<file path="config.mk">
export PLATFORM = sky130hd
export DESIGN_NAME = serial_chunk_adder
export DESIGN_NICKNAME = d
export VERILOG_FILES = /design/src/rtl/adder_pkg.sv /design/src/rtl/chunk_adder.sv /design/src/rtl/serial_chunk_adder.sv
export SDC_FILE = /design/constraint.sdc
export NUM_CORES = 1
export LEC_CHECK = 0
export CAP_MARGIN = 10
export CORE_MARGIN = 2
export CORE_UTILIZATION = 40
export CTS_CLUSTER_SIZE = 12
export DETAILED_ROUTE_END_ITERATION = 10
export GPL_ROUTABILITY_DRIVEN = 1
export PLACE_DENSITY = 0.75
export SETUP_SLACK_MARGIN = 0.05
export SYNTH_ARGS = -nofsm -noshare
export SYNTH_HDL_FRONTEND = slang
export SYNTH_HIERARCHICAL = 1
export SYNTH_SLANG_ARGS = --single-unit
</file>
<file path="constraint.sdc">
create_clock -name clk -period 4.79 [get_ports clk]
set_input_delay 0.7185 -clock clk [delete_from_list [all_inputs] [get_ports clk]]
set_output_delay 0.7185 -clock clk [all_outputs]
set_load 0.02 [all_outputs]
</file>
<file path="src/rtl/adder_pkg.sv">
// rtl/adder_pkg.sv - shared state encodings, defaults and sizing helper for the serial chunk adder
package adder_pkg;

   // Controller states of the serial adder.
   typedef enum logic [1:0] {
      IDLE = 2'd0,
      RUN  = 2'd1,
      DONE = 2'd2
   } state_t;

   localparam int DEFAULT_WIDTH = 32;
   localparam int DEFAULT_CHUNK = 8;

   // Width of the chunk index counter; never narrower than one bit.
   function automatic int idx_width(input int num_chunks);
      return (num_chunks <= 1) ? 1 : $clog2(num_chunks);
   endfunction

endpackage

</file>
<file path="src/rtl/chunk_adder.sv">
// rtl/chunk_adder.sv - CHUNK-bit combinational ripple adder built from full-adder cells
module chunk_adder #(
   parameter int CHUNK = 8
) (
   input  logic [CHUNK-1:0] a,
   input  logic [CHUNK-1:0] b,
   input  logic             cin,
   output logic [CHUNK-1:0] sum,
   output logic             cout,
   output logic             carry_msb
);

   logic carry;

   // Ripple the carry through one full-adder cell per bit; carry_msb is the carry entering the top bit.
   always_comb begin
      sum       = '0;
      carry     = cin;
      carry_msb = 1'b0;
      for (int i = 0; i < CHUNK; i++) begin
         if (i == CHUNK - 1) begin
            carry_msb = carry;
         end
         sum[i] = a[i] ^ b[i] ^ carry;
         carry  = (a[i] & b[i]) | (carry & (a[i] ^ b[i]));
      end
      cout = carry;
   end

endmodule

</file>
<file path="src/rtl/serial_chunk_adder.sv">
// rtl/serial_chunk_adder.sv - multi-cycle add/subtract, CHUNK bits per clock with valid/ready handshakes
module serial_chunk_adder
   import adder_pkg::*;
#(
   parameter int WIDTH = DEFAULT_WIDTH,
   parameter int CHUNK = DEFAULT_CHUNK
) (
   input  logic             clk,
   input  logic             rst,
   input  logic             in_valid,
   output logic             in_ready,
   input  logic [WIDTH-1:0] a,
   input  logic [WIDTH-1:0] b,
   input  logic             cin,
   input  logic             sub,
   output logic             out_valid,
   input  logic             out_ready,
   output logic [WIDTH-1:0] sum,
   output logic             cout,
   output logic             overflow
);

   localparam int NUM_CHUNKS = WIDTH / CHUNK;
   localparam int IDX_W      = idx_width(NUM_CHUNKS);
   localparam logic [IDX_W-1:0] LAST_IDX = IDX_W'(NUM_CHUNKS - 1);

   state_t             state;
   logic [WIDTH-1:0]   a_reg;
   logic [WIDTH-1:0]   b_reg;
   logic [IDX_W-1:0]   idx;
   logic               carry;

   logic [CHUNK-1:0]   chunk_sum;
   logic               chunk_cout;
   logic               chunk_carry_msb;

   // Operand registers shift right each RUN cycle, so the current chunk always sits in the low bits.
   chunk_adder #(
      .CHUNK (CHUNK)
   ) u_chunk_adder (
      .a         (a_reg[CHUNK-1:0]),
      .b         (b_reg[CHUNK-1:0]),
      .cin       (carry),
      .sum       (chunk_sum),
      .cout      (chunk_cout),
      .carry_msb (chunk_carry_msb)
   );

   // Controller: capture operands in IDLE, add one chunk per cycle in RUN, hold the result in DONE.
   always_ff @(posedge clk) begin
      if (rst) begin
         state     <= IDLE;
         in_ready  <= 1'b1;
         out_valid <= 1'b0;
         sum       <= '0;
         cout      <= 1'b0;
         overflow  <= 1'b0;
         a_reg     <= '0;
         b_reg     <= '0;
         idx       <= '0;
         carry     <= 1'b0;
      end else begin
         case (state)
            IDLE: begin
               if (in_valid && in_ready) begin
                  a_reg    <= a;
                  b_reg    <= sub ? ~b : b;
                  carry    <= sub ? 1'b1 : cin;
                  idx      <= '0;
                  in_ready <= 1'b0;
                  state    <= RUN;
               end
            end
            RUN: begin
               for (int i = 0; i < NUM_CHUNKS; i++) begin
                  if (idx == IDX_W'(i)) begin
                     sum[i*CHUNK +: CHUNK] <= chunk_sum;
                  end
               end
               a_reg <= a_reg >> CHUNK;
               b_reg <= b_reg >> CHUNK;
               carry <= chunk_cout;
               if (idx == LAST_IDX) begin
                  cout      <= chunk_cout;
                  overflow  <= chunk_carry_msb ^ chunk_cout;
                  out_valid <= 1'b1;
                  state     <= DONE;
               end else begin
                  idx <= idx + 1'b1;
               end
            end
            DONE: begin
               if (out_ready) begin
                  out_valid <= 1'b0;
                  in_ready  <= 1'b1;
                  state     <= IDLE;
               end
            end
            default: begin
               state     <= IDLE;
               in_ready  <= 1'b1;
               out_valid <= 1'b0;
            end
         endcase
      end
   end

endmodule

</file>
==> run metrics, run 1 <==
DRT antenna net count=0; routability congestion estimate from global placement=0.8021; area grow syn2layout=26.35%; Static Leak=2.171 nW; drt drc=0; initial antenna violation count=0; met2 wire len=5879 um; # IOs=106; number of global-route vias before repair=4047; critical path endpoint category=flop; nets=699; FILL cells=1077; Post-Place Cells=753; Reg power frac=47.8%; row count=40; clk sinks=105; setup bufs post-CTS=0; routed length on met1=5169 um; cell depth of the worst flop-to-flop path=14; slew margin rel.=24.36%; # diodes=0; CTS resizes=0; slowest stage delay, CP=420 ps; Avg Cell Area, Syn=8.800 sq um; pre-CTS setup slack=972.2 ps; core region area=0.01186 sq mm; async set-or-reset flop fraction in the synthesized netlist=0%; total grt overflow=0; gr usage total=18.35%; Reg clk slew, reported paths=70 ps; Final Util=51.18%; TritonRoute pass-1 iters=5; WHS Path Cells=2; H-Tree Level Count=3; Worst Path Max Fanout=3; Worst R2R Start=a_reg[0]$_SDFFE_PP0P_; Worst Path Buf+Inv=4; Worst-Margin Slew=1132 ps; metal3 WL=581 um; placed inst area=0.005797 sq mm; hold_buf cts=0; CP Depth=14; VDD IR max=0.1690 mV; PnR worst setup slack=910.8 ps; worst min path class=flop to flop; layout cell share with drive strength beyond 1=4.341%; count of input and output buffers=105; status=complete, no violations; most frequent cells in the layout=dfxtp_1, clkdlybuf4s50_1, a21oi_1; CP required=5020 ps; endpoints failing hold=0; Worst Skew=5.481 ps; Initial Utilization=40.51%; CP top delay family=adder cells; fin crit period=3879 ps; Yosys cell types=37; Finished Cell Area=0.006071 sq mm; DR top layer=met4; Net Switching=0.5969 mW; Power Internal=1.489 mW; Seq/Total Area, Yosys=43.75%; Die Span Y=113.6 um; clk_lat worst skew=340 ps; Post-DP HPWL=8382 um; CP Cell Sequence=fa_1 > inv_1 > fa_1 > inv_1 > fa_1 > fa_1 > fa_1 > fa_1 > inv_1 > fa_1 > inv_1 > fa_1 > nand2b_1 > a32o_1; Syn Nets=628; reg-to-reg endpoint=carry$_SDFFE_PP0P_; Crit path top cell by count=fa_1; most common cell after layout, fill and taps aside=dfxtp_1; Vias per Instance=5.386; largest net degree at the start of global routing=76; WP data arrival=4110 ps; final WL=11870 um; unrepaired setup endpoints after global routing=false; EDFF count, synth=0; Syn Inst Count=546; first-pass GRT wire length=19240 um; switching share of power=28.62%; power share of the clock group=32.6%; Final period util=80.99%; CTS max path bufs=2; Comb pwr share=19.6%; Setup TNS=0 ps; hold path start=sum[11]$_SDFFE_PP0P_; Crit-path slowest cell=fa_1; Min-Delay Endpoint=sum[11]$_SDFFE_PP0P_; Top FF cell, synth=dfxtp_1; Yosys reg bits=105; Clk Tree Root Cell=clkbuf_16; fmax=257.8 MHz; Iter 0 DRT Violations=267; max cap viols=0; Pwr per Cell Area=343.6 mW/mm^2; DR WL/cell=15.43 um; Horiz. Die Dim=113.6 um; Slew Limit Fails=0; Mapped Area=0.004805 sq mm; r2r setup slk=910 ps; CTS tree=yes; Setup Viol. Count Final=0; WS Path Type=flop to flop; Worst Setup Start Kind=flop; DR vias=4142; fin cells=769; Die Footprint=0.01290 sq mm; CTS buffer count=9; Synth warnings=6
[power by group through the flow]
stage / Sequential [mW] / Clock, mW / Combinational (mW)
after CTS: 0.998 / 0.686 / 0.408
final: 0.998 / 0.679 / 0.408
after floorplan: 1.01 / 0 / 0.274
after global routing: 1.01 / 0.719 / 0.447
after global placement: 1.01 / 0 / 0.399
after detailed placement: 1.02 / 0 / 0.407
[metal layers]
| layer | up-vias | GRT usage (%) |
|---|---|---|
| li1 | 2058 | - |
| met4 | 0 | 6.260 |
| met5 | - | 0 |
| met1 | 1942 | 23.06 |
| met2 | 125 | 32.18 |
| met3 | 17 | 2.869 |
[kinds of logic (layout without fill, tap and decap cells)]
family          count (synthesis)  after routing  synth area share (%)
compound gates                167            167                 22.63
simple gates                  167            167                 16.85
flops                         105            105                 43.75
buf+inv                        62            138                 6.380
xor+xnor                       33             33                 6.016
fa+ha+maj                      12             12                 4.375
[worst register-to-register path: stages (launching register included)]
cell	delay, ps
dfxtp_1	330
fa_1	420
inv_1	80
fa_1	160
inv_1	60
fa_1	380
fa_1	390
fa_1	390
fa_1	370
inv_1	70
fa_1	170
inv_1	80
fa_1	420
nand2b_1	170
a32o_1	290
[how the worst max path moves through the flow]
stage                          start                 end  slack [ps]
2_1_floorplan  a_reg[0]$_SDFFE_PP0P_  carry$_SDFFE_PP0P_        1180
3_3_place_gp   a_reg[0]$_SDFFE_PP0P_  carry$_SDFFE_PP0P_        1030
3_5_place_dp   a_reg[0]$_SDFFE_PP0P_  carry$_SDFFE_PP0P_         970
4_1_cts        a_reg[0]$_SDFFE_PP0P_  carry$_SDFFE_PP0P_         950
5_1_grt        a_reg[0]$_SDFFE_PP0P_  carry$_SDFFE_PP0P_         740
6_report       a_reg[0]$_SDFFE_PP0P_  carry$_SDFFE_PP0P_         910
[synthesized netlist by cell type (all sizes together) (2+ instances only)]
| cell | number | area share [%] |
|---|---|---|
| inv | 15 | 1.2 |
| xor2 | 8 | 1.5 |
| o211ai | 2 | 0.31 |
| nor2 | 5 | 0.55 |
| a311oi | 24 | 4.4 |
| or3 | 2 | 0.26 |
| xnor2 | 25 | 4.6 |
| nand3b | 4 | 0.63 |
| a22o | 32 | 5.8 |
| fa | 8 | 3.3 |
| ha | 4 | 1.0 |
| clkbuf | 9 | 0.70 |
| a21oi | 96 | 10 |
| nand2b | 2 | 0.26 |
| nand2 | 91 | 7.1 |
| nand4 | 8 | 1.0 |
| dfxtp | 105 | 44 |
| o21ai | 9 | 0.94 |
| nor2b | 25 | 3.4 |
| nand3 | 26 | 2.7 |
| buf | 38 | 4.5 |
[final cells by class]
cell class / count / area [sq um] / area share (%)
Multi-Input combinational cell: 379 / 2399 / 39.51
Inverter: 15 / 56.30 / 0.9275
Tap cell: 147 / 183.9 / 3.030
Clock inverter: 6 / 45.04 / 0.7420
Clock buffer: 10 / 229.0 / 3.772
Timing Repair Buffer: 107 / 1056 / 17.39
Sequential cell: 105 / 2102 / 34.62
[stage by stage]
step / power, mW / hold WS (ps)
4_1_cts: 2.092 / 457.4
3_3_place_gp: 1.413 / 444.2
6_report: 2.086 / 454.7
2_1_floorplan: 1.281 / 442.8
3_5_place_dp: 1.425 / 447.9
5_1_grt: 2.172 / 476.0
Note: power is estimated with default switching activity, not from simulation.
==> run 2: changes to the inputs <==
==> constraint.sdc (replaced) <==
create_clock -name clk -period 3.9 [get_ports clk]
set_input_delay 0.585 -clock clk [delete_from_list [all_inputs] [get_ports clk]]
set_output_delay 0.585 -clock clk [all_outputs]
set_load 0.02 [all_outputs]
==> run metrics, run 2 (same netlist as run 1, synthesis figures left out) <==
status=complete, no violations; WS Path Type=flop to flop; TritonRoute pass-1 iters=5; VDD IR max=0.2203 mV; reg-to-reg endpoint=carry$_SDFFE_PP0P_; CP required=4130 ps; metal3 WL=696 um; Initial Utilization=40.51%; PnR worst setup slack=225.4 ps; DR top layer=met4; count of input and output buffers=105; Worst Path Buf+Inv=4; slowest stage delay, CP=410 ps; largest net degree at the start of global routing=66; DR vias=4145; WP data arrival=3910 ps; gr usage total=18.50%; Post-Place Cells=756; CTS max path bufs=2; fin cells=772; number of global-route vias before repair=4078; nets=702; Crit-path slowest cell=fa_1; clk sinks=105; DRT antenna net count=0; routed length on met1=4946 um; CTS buffer count=9; H-Tree Level Count=3; Worst Setup Start Kind=flop; fin crit period=3675 ps; Iter 0 DRT Violations=303; endpoints failing hold=0; layout cell share with drive strength beyond 1=5.440%; critical path endpoint category=flop; Die Footprint=0.01290 sq mm; CTS tree=yes; routability congestion estimate from global placement=0.8495; Vias per Instance=5.369; pre-CTS setup slack=110.6 ps; max cap viols=0; Crit path top cell by count=fa_1; r2r setup slk=230 ps; first-pass GRT wire length=19200 um; WHS Path Cells=2; Post-DP HPWL=8583 um; FILL cells=1082; # IOs=106; most common cell after layout, fill and taps aside=dfxtp_1; clk_lat worst skew=340 ps; final WL=11840 um; # diodes=0; initial antenna violation count=0; Setup TNS=0 ps; CP top delay family=adder cells; Die Span Y=113.6 um; FF/Latch Area=0.002102 sq mm; Reg clk slew, reported paths=70 ps; Setup Viol. Count Final=0; hold path start=sum[9]$_SDFFE_PP0P_; CP Cell Sequence=fa_1 > inv_1 > fa_1 > inv_1 > fa_1 > fa_2 > fa_2 > fa_1 > inv_1 > fa_1 > inv_1 > fa_2 > nand2b_1 > a32o_1; DR WL/cell=15.34 um; unrepaired setup endpoints after global routing=false; total grt overflow=0; Pwr per Cell Area=428.8 mW/mm^2; row count=40; fmax=272.1 MHz; CP Depth=14; met2 wire len=5827 um; Worst Skew=5.987 ps; most frequent cells in the layout=dfxtp_1, clkdlybuf4s50_1, a21oi_1; Min-Delay Endpoint=sum[9]$_SDFFE_PP0P_; Final period util=94.22%; area grow syn2layout=27.42%; worst min path class=flop to flop; cell depth of the worst flop-to-flop path=14; slew margin rel.=36.59%; Worst-Margin Slew=948.0 ps; core region area=0.01186 sq mm; Horiz. Die Dim=113.6 um; Static Leak=2.201 nW; Slew Limit Fails=0; drt drc=0; Worst Path Max Fanout=3; multi-input logic area=0.002406 sq mm; Worst R2R Start=a_reg[0]$_SDFFE_PP0P_; Clk Tree Root Cell=clkbuf_16
[run 2: changes by cell type in the layout (fill, tap and decap cells not counted), sizes merged]
cell	previous run	this run
clkbuf	10	9
bufinv	0	1
buf	4	7
clkinv	3	4
clkinvlp	3	1
inv	15	16
[run 2: through the flow]
stage / hold WS, ps / instance area [sq um] / utilization, % / power (mW)
detailed placement: 448.7 / 5819 / 49.06 / 1.756
finish: 458.6 / 6122 / 51.61 / 2.625
global placement: 444.8 / 5819 / 49.06 / 1.740
floorplan: 442.8 / 4805 / - / 1.574
global route: 482.5 / 6122 / 51.61 / 2.747
CTS: 458.6 / 6115 / 51.55 / 2.636
[run 2: cell type report]
type	count	share of cell area (%)
inverter	15	0.9197
sequential	105	34.33
multi-input combinational	379	39.30
timing repair buffer	110	17.62
tap	147	3.004
clock buffer	9	3.679
clock inverter	7	1.144
[run 2: how the worst max path moves through the flow]
stage                           from                   to  slack (ps)
5_1_grt        a_reg[0]$_SDFFE_PP0P_  sum[7]$_SDFFE_PP0P_          70
6_report       a_reg[0]$_SDFFE_PP0P_   carry$_SDFFE_PP0P_         230
2_1_floorplan  a_reg[0]$_SDFFE_PP0P_   carry$_SDFFE_PP0P_         290
3_5_place_dp   a_reg[0]$_SDFFE_PP0P_   carry$_SDFFE_PP0P_         110
3_3_place_gp   a_reg[0]$_SDFFE_PP0P_   carry$_SDFFE_PP0P_         170
4_1_cts        a_reg[0]$_SDFFE_PP0P_   carry$_SDFFE_PP0P_          90
[run 2: repair_timing]
action | 4_1_cts | 5_1_grt
setup buffers | 0 | 0
resized for setup | 0 | 3
hold buffers | 0 | 0
setup endpoints to repair | 0 | 6
endpoints found under the hold margin | 0 | 0
[run 2: worst min-delay path, delay by kind of cell (launching register included)]
| family | cells | cell delay [ps] |
|---|---|---|
| simple gates | 1 | 50 |
| flops | 1 | 310 |
| compound gates | 1 | 50 |
[run 2: layer usage]
metal / vias up / track usage, %
li1: 2056 / -
met1: 1919 / 22.81
met2: 141 / 31.02
met3: 29 / 4.676
met4: 0 / 7.561
met5: - / 0
[run 2: power breakdown]
group	total, mW	switching [mW]	internal, mW
Sequential	1.22	0.0630	1.16
Combinational	0.513	0.273	0.239
Clock	0.889	0.392	0.497
==> run 3: changes to the inputs <==
--- a/config.mk
+++ b/config.mk
@@ -6,12 +6,14 @@
 export NUM_CORES = 1
 export LEC_CHECK = 0
 export CAP_MARGIN = 10
+export CELL_PAD_IN_SITES_DETAIL_PLACEMENT = 1
+export CELL_PAD_IN_SITES_GLOBAL_PLACEMENT = 2
 export CORE_MARGIN = 2
-export CORE_UTILIZATION = 40
+export CORE_UTILIZATION = 30
 export CTS_CLUSTER_SIZE = 12
 export DETAILED_ROUTE_END_ITERATION = 10
 export GPL_ROUTABILITY_DRIVEN = 1
-export PLACE_DENSITY = 0.75
+export PLACE_DENSITY = 0.89
 export SETUP_SLACK_MARGIN = 0.05
 export SYNTH_ARGS = -nofsm -noshare
 export SYNTH_HDL_FRONTEND = slang
==> constraint.sdc (replaced) <==
create_clock -name clk -period 4.2 [get_ports clk]
set_input_delay 0.63 -clock clk [delete_from_list [all_inputs] [get_ports clk]]
set_output_delay 0.63 -clock clk [all_outputs]
set_load 0.02 [all_outputs]
==> run metrics, run 3 (same netlist as run 1, synthesis figures left out) <==
WHS Path Cells=2; Post-DP HPWL=10130 um; largest net degree at the start of global routing=59; Crit-path slowest cell=fa_1; Setup TNS=0 ps; CTS buffer count=9; TritonRoute pass-1 iters=4; area grow syn2layout=28.80%; slowest stage delay, CP=430 ps; Iter 0 DRT Violations=229; row count=46; # IOs=106; reg-to-reg endpoint=carry$_SDFFE_PP0P_; unrepaired setup endpoints after global routing=false; Worst Setup Start Kind=flop; routability congestion estimate from global placement=0.7844; Horiz. Die Dim=130.6 um; CTS max path bufs=2; H-Tree Level Count=3; max cap viols=0; fmax=254.6 MHz; clk_lat worst skew=350 ps; count of input and output buffers=105; Worst R2R Start=a_reg[0]$_SDFFE_PP0P_; CTS tree=yes; Pwr per Cell Area=396.7 mW/mm^2; critical path endpoint category=flop; layout cell share with drive strength beyond 1=4.327%; r2r setup slk=270 ps; number of global-route vias before repair=4346; total grt overflow=0; slew margin rel.=26.08%; Initial Utilization=30.47%; hold_buf cts=0; Vias per Instance=4.942; gr usage total=16.92%; Worst Path Max Fanout=3; most common cell after layout, fill and taps aside=dfxtp_1; status=complete, no violations; fin cells=840; Final period util=93.52%; setup bufs post-CTS=0; final WL=13990 um; WP data arrival=4170 ps; clk sinks=105; nets=701; worst min path class=flop to flop; CP required=4440 ps; Slew Limit Fails=0; hold path start=cout$_SDFFE_PP0P_; Setup Viol. Count Final=0; pre-CTS setup slack=331.5 ps; CP Cell Sequence=fa_1 > inv_1 > fa_1 > inv_1 > fa_1 > fa_1 > fa_1 > fa_1 > inv_1 > fa_1 > inv_1 > fa_1 > nand2b_1 > a32o_1; PnR worst setup slack=272.2 ps; CP Depth=14; Post-Place Cells=824; most frequent cells in the layout=dfxtp_1, clkdlybuf4s50_1, a21oi_1; initial antenna violation count=0; Worst-Margin Slew=1109 ps; drt drc=0; fin crit period=3928 ps; # diodes=0; Clk Tree Root Cell=clkbuf_16; DR vias=4151; core region area=0.01577 sq mm; Final Util=39.24%; CP top delay family=adder cells; Reg clk slew, reported paths=70 ps; endpoints failing hold=0; DR WL/cell=16.65 um; CTS resizes=0; Crit path top cell by count=fa_1; Fin Hold WS=459.4 ps; Die Footprint=0.01704 sq mm; Worst Path Buf+Inv=4; WS Path Type=flop to flop; first-pass GRT wire length=22310 um; VDD IR max=0.2061 mV; DRT antenna net count=0; cell depth of the worst flop-to-flop path=14; Static Leak=2.200 nW; Worst Skew=5.501 ps; Min-Delay Endpoint=cout$_SDFFE_PP0P_; Die Span Y=130.6 um
==> run 3: area by class of cell <==
type / count / area, sq um
Clock buffer: 13 / 250.2
Clock inverter: 3 / 40.04
Sequential cell: 105 / 2102
Multi-Input combinational cell: 379 / 2399
Inverter: 15 / 56.30
Tap cell: 216 / 270.3
Fill cell: 1870 / 9582
Timing Repair Buffer: 109 / 1071
==> run 3: report_power, final <==
| part | total [mW] | switching (mW) | internal [mW] |
|---|---|---|---|
| Clock | 0.833 | 0.356 | 0.477 |
| Sequential | 1.14 | 0.0596 | 1.08 |
| Combinational | 0.484 | 0.264 | 0.220 |
==> run 3: worst max-delay path by stage <==
stage,slack (ps),endpoint,startpoint
finish,270,carry$_SDFFE_PP0P_,a_reg[0]$_SDFFE_PP0P_
global route,150,carry$_SDFFE_PP0P_,a_reg[0]$_SDFFE_PP0P_
CTS,320,carry$_SDFFE_PP0P_,a_reg[0]$_SDFFE_PP0P_
detailed placement,330,carry$_SDFFE_PP0P_,a_reg[0]$_SDFFE_PP0P_
global placement,450,carry$_SDFFE_PP0P_,a_reg[0]$_SDFFE_PP0P_
floorplan,590,carry$_SDFFE_PP0P_,a_reg[0]$_SDFFE_PP0P_
==> run 3: layer usage <==
metal  up-vias  share of wire (%)  wire length, um  GRT usage [%]
met4         0                1.4              200          5.006
met2        83                 51             7162          30.18
met5         -                  0                0              0
li1       2045                  -                -              -
met3        16                3.3              462          3.420
met1      2007                 44             6161          20.62
==> run 3: per-stage QoR <==
step                cell area [sq um]  total power, mW
global placement                 5898            1.629
floorplan                        4805            1.461
CTS                              6188            2.476
detailed placement               5898            1.647
finish                           6188            2.455
global route                     6188            2.567
==> run 3: worst min-delay path, cell delays in order (launching register included) <==
cell	delay, ps
dfxtp_1	310
nand2_1	50
a21oi_1	50
